$ cat config.mk
export PLATFORM = sky130hd
export DESIGN_NAME = md_sequential_pipe_adder
export DESIGN_NICKNAME = d
export VERILOG_FILES = /design/src/rtl/md_sequential_pipe_adder.sv
export SDC_FILE = /design/constraint.sdc
export NUM_CORES = 1
export LEC_CHECK = 0
export CORE_AREA = 2 2 46 48
export DETAILED_ROUTE_END_ITERATION = 10
export DIE_AREA = 0 0 48 50
export GPL_TIMING_DRIVEN = 0
export PLACE_DENSITY = 0.86
export SLEW_MARGIN = 40
export SYNTH_ARGS = -nofsm -noshare
export SYNTH_HDL_FRONTEND = slang
export SYNTH_SLANG_ARGS = --single-unit
$ cat constraint.sdc
create_clock -name clk -period 2.4 [get_ports clk]
set_input_delay 0.48 -clock clk [delete_from_list [all_inputs] [get_ports clk]]
set_output_delay 0.48 -clock clk [all_outputs]
set_load 0.02 [all_outputs]
$ cat src/rtl/md_sequential_pipe_adder.sv
`default_nettype none
// ============================================================================
// md_sequential_pipe_adder: two-stage pipelined A+B+D adder, optional accumulate,
// wrap/saturate output, overflow flag and completed-sample counter.  Rev 1.0
// ============================================================================
module md_sequential_pipe_adder #(
    parameter int WIDTH = 2,
    parameter int OUT_W = 2,
    parameter int SAT   = 0,
    parameter int CNT_W = 8
) (
    input  logic               clk,
    input  logic               rst,
    input  logic               IN_VALID,
    input  logic [WIDTH-1:0]   IN_A,
    input  logic [WIDTH-1:0]   IN_B,
    input  logic [WIDTH-1:0]   IN_D,
    input  logic               IN_ACC,
    output logic               OUT_A0,
    output logic               OUT_VALID,
    output logic [OUT_W-1:0]   OUT_E,
    output logic               OUT_OVF,
    output logic [CNT_W-1:0]   OUT_CNT
);

    localparam int TW = ((WIDTH + 2) > (OUT_W + 1) ? (WIDTH + 2) : (OUT_W + 1)) + 1;
    localparam logic [TW-1:0] MAX_T = {{(TW-OUT_W){1'b0}}, {OUT_W{1'b1}}};

    logic [WIDTH:0]   s1_q, s1_d;
    logic [WIDTH-1:0] d1_q, d1_d;
    logic             acc1_q, acc1_d;
    logic             v1_q;
    logic [OUT_W-1:0] e_q, e_d;
    logic             ovf_q, ovf_d;
    logic             valid_q;
    logic [CNT_W-1:0] cnt_q, cnt_d;

    logic [TW-1:0]    sum_t;
    logic             ovf_t;

    // Full-width total so the overflow compare never sees a truncated value.
    assign sum_t = TW'(s1_q) + TW'(d1_q) + (acc1_q ? TW'(e_q) : '0);
    assign ovf_t = (sum_t > MAX_T);

    always_comb begin
        s1_d   = s1_q;
        d1_d   = d1_q;
        acc1_d = acc1_q;
        e_d    = e_q;
        ovf_d  = ovf_q;
        cnt_d  = cnt_q;
        if (IN_VALID) begin
            s1_d   = {1'b0, IN_A} + {1'b0, IN_B};
            d1_d   = IN_D;
            acc1_d = IN_ACC;
        end
        if (v1_q) begin
            ovf_d = ovf_t;
            e_d   = ((SAT != 0) && ovf_t) ? {OUT_W{1'b1}} : sum_t[OUT_W-1:0];
            cnt_d = cnt_q + CNT_W'(1);
        end
    end

    always_ff @(posedge clk) begin
        if (rst) begin
            s1_q    <= '0;
            d1_q    <= '0;
            acc1_q  <= 1'b0;
            v1_q    <= 1'b0;
            e_q     <= '0;
            ovf_q   <= 1'b0;
            valid_q <= 1'b0;
            cnt_q   <= '0;
        end else begin
            s1_q    <= s1_d;
            d1_q    <= d1_d;
            acc1_q  <= acc1_d;
            v1_q    <= IN_VALID;
            e_q     <= e_d;
            ovf_q   <= ovf_d;
            valid_q <= v1_q;
            cnt_q   <= cnt_d;
        end
    end

    assign OUT_A0    = IN_A[0];
    assign OUT_VALID = valid_q;
    assign OUT_E     = e_q;
    assign OUT_OVF   = ovf_q;
    assign OUT_CNT   = cnt_q;

endmodule
`default_nettype wire

==> impl_metrics.tcl, run 1 <==
set metrics [dict create \
    status "finished clean" \
    ys.flop_type "dfxtp_1" \
    min_path_cells 2 \
    area.sequential_um2 380.4 \
    synthArstFlopShare 0 \
    fin_util 0.5836 \
    crit_path_start_kind "primary input" \
    worstReg2RegStart "s1_q[1]" \
    synth_fp_nets 104 \
    synth_top_cells_by_count "dfxtp_1, nor2_1, inv_1, mux2i_1" \
    grt_max_degree 11 \
    drt-total-wl_mm 1.404 \
    hold_violations 0 \
    fin_crit_sh 0.8912 \
    cts_tree "yes" \
    hold_class "in -> reg" \
    r2r-end "OUT_OVF" \
    routedLengthMet1_um 616 \
    synth_edf_count 0 \
    rrSetupSlack_ps 440 \
    max_freq_mhz 467.6 \
    synth.distinct_cells 21 \
    routedWlPerCell_um 10.17 \
    yosysTopAreaCell "dfxtp_1" \
    yosys-top-cells-area "dfxtp_1, fa_1, mux2i_1, nor2_1, ha_1" \
    core.rowCount 16 \
    synth_area_um2 849.6 \
    period_minus_slack_ps 2139 \
    cts_resized 0 \
    port_buffers 20 \
    relSlewSlack 0.7113 \
    setup_viol_count_final 0 \
    rsz0062_at_grt "false" \
    ctsHoldBuffers 0 \
    numClockSinks 19 \
    antenna_found_initial 0 \
    clock_path_buffers 2 \
    die_width_um 48 \
    dp_hpwl_mm 1.158 \
    via_count 649 \
    avgSynthCellArea_um2 9.765 \
    hold_start "rst" \
    syn-instance-count 87 \
    synth_seq_cells 19 \
    die_area_um2 2400 \
    clk_pin_slew_ps 100 \
    grt_pass1_vias 632 \
    start_util 0.4467 \
    wl_met2_um 688 \
    routed.top_layer "met4" \
    n_fill_cell 170 \
    viasPerCell 4.703 \
    drtPass1Iterations 4 \
    cts_root_buf "clkbuf_4" \
    power_density_nw_per_um2 519.6 \
    syn_to_final_growth_pct 30.63 \
    diodes 0 \
    finish.net_count 129 \
    post_cts_buffers 0 \
    end_kind "primary output" \
    peakVddDrop_v 0.0003863 \
    fp.dieH_um 50 \
    cts-buffers-inserted 3 \
    synth_most_common_cell "dfxtp_1" \
    grt_usage 0.1411 \
    power_mw 0.5767 \
    slew_viol_final 0 \
    required_ps 1920 \
    drive_gt1_frac 0.07207 \
    coreArea_um2 1902 \
    htreeDepth 1 \
    met3_length_um 86 \
    r2r_cells 7 \
    crit_fanout 2 \
    multi_input_area_um2 412.9 \
    drc 0 \
    yosysTopAreaCellShare 0.4477 \
    clock_latency_ps 280 \
    drtIter0Drc 1 \
    yosys_warnings 0 \
    io_pins 23 \
    gp_congestion 0.7314 \
    grt_pass1_wl_mm 2.456 \
    arrival_ps 1660 \
    clock_skew_ps 3.403 \
    p_leak_nw 0.4381 \
    ys_seq_area_frac 0.4477 \
    worstHoldEndpoint "OUT_CNT[6]" \
    grt.overflow.total 0 \
    ant_nets 0 \
    tns_ps 0 \
    drv_cap 0 \
    worstSetupPathType "in -> out" \
    worst_pin_slew_ps 433.1 \
]
## layout by cell type, fill, tap and decap left out
cell type        instances
a21oi_1                  3
a211oi_1                 1
or3_1                    3
xnor2_1                  1
o21ai_0                  3
inv_1                    8
dfxtp_1                 19
xor2_1                   3
nor2b_1                  2
nand2_1                  4
mux2i_1                  8
nor2_1                  14
clkdlybuf4s50_1         20
nand4_1                  2
fa_1                     4
clkbuf_1                 1
buf_4                    1
a311oi_1                 1
nand4_2                  1
nand3_1                  2
buf_1                    1
buf_2                    3
ha_1                     3
clkbuf_4                 3
## state kept, by name, indices dropped and copies added, names as in the netlist
name and flops:
OUT_CNT 8, OUT_E 2, OUT_OVF 1, OUT_VALID 1, acc1_q 1, d1_q 2, s1_q 3, v1_q 1
## kinds of logic (layout without fill, tap and decap cells)
| kind of cell | Yosys count | after routing | share of synthesized area |
|---|---|---|---|
| simple gates | 28 | 28 | 0.1576 |
| mux | 8 | 8 | 0.09426 |
| flops | 19 | 19 | 0.4477 |
| xor+xnor | 4 | 4 | 0.04124 |
| buf+inv | 13 | 37 | 0.06627 |
| compound gates | 8 | 8 | 0.05449 |
| fa+ha+maj | 7 | 7 | 0.1384 |
## where the power goes
group / switching (mW) / total, mW / internal [mW]
clock network: 0.0868 / 0.151 / 0.0645
registers: 0.0101 / 0.339 / 0.329
logic: 0.0412 / 0.0860 / 0.0448
## how the worst max path moves through the flow
stage                  start      end  slack, ps  cells past startpoint
floorplan           OUT_E[1]  OUT_OVF        410                      7
global placement     IN_A[0]   OUT_A0        270                      3
detailed placement   IN_A[0]   OUT_A0        260                      3
CTS                  IN_A[0]   OUT_A0        250                      3
global route         IN_A[0]   OUT_A0        240                      3
finish               IN_A[0]   OUT_A0        260                      3
## metal layers
layer  GRT usage  up-vias
li1            -      330
met1      0.1762      298
met2      0.2267       19
met3     0.03297        2
met4     0.05405        0
met5           0        -
## through the flow
step / setup WS (ps) / std cells / area, um2 / hold WS, ps
3_5_place_dp: 257.2 / 134 / 1084 / 482.4
4_1_cts: 250.6 / 138 / 1110 / 475.8
5_1_grt: 236.3 / 138 / 1110 / 502.9
6_report: 261.2 / 138 / 1110 / 479.2
3_3_place_gp: 273.8 / 134 / 1084 / 468.4
2_1_floorplan: 406.6 / 87 / 849.6 / 460.4
## area by class of cell
class / instances / share of cell area
buffer: 5 / 0.02368
clock buffer: 4 / 0.02368
inverter: 8 / 0.02706
multi-input combinational: 55 / 0.3720
sequential: 19 / 0.3427
tap: 27 / 0.03044
timing repair buffer: 20 / 0.1804
## critical path, stage by stage
cell             delay [ps]
clkdlybuf4s50_1         480
buf_4                   110
clkdlybuf4s50_1         590
(Power assumes the default switching activity.)
==> run 2, diff against run 1 <==
SETUP_SLACK_MARGIN = 0.15   (was not set)
==> results of run 2 <==
No change in the layout: final DEF, timing and power equal those of run 1.
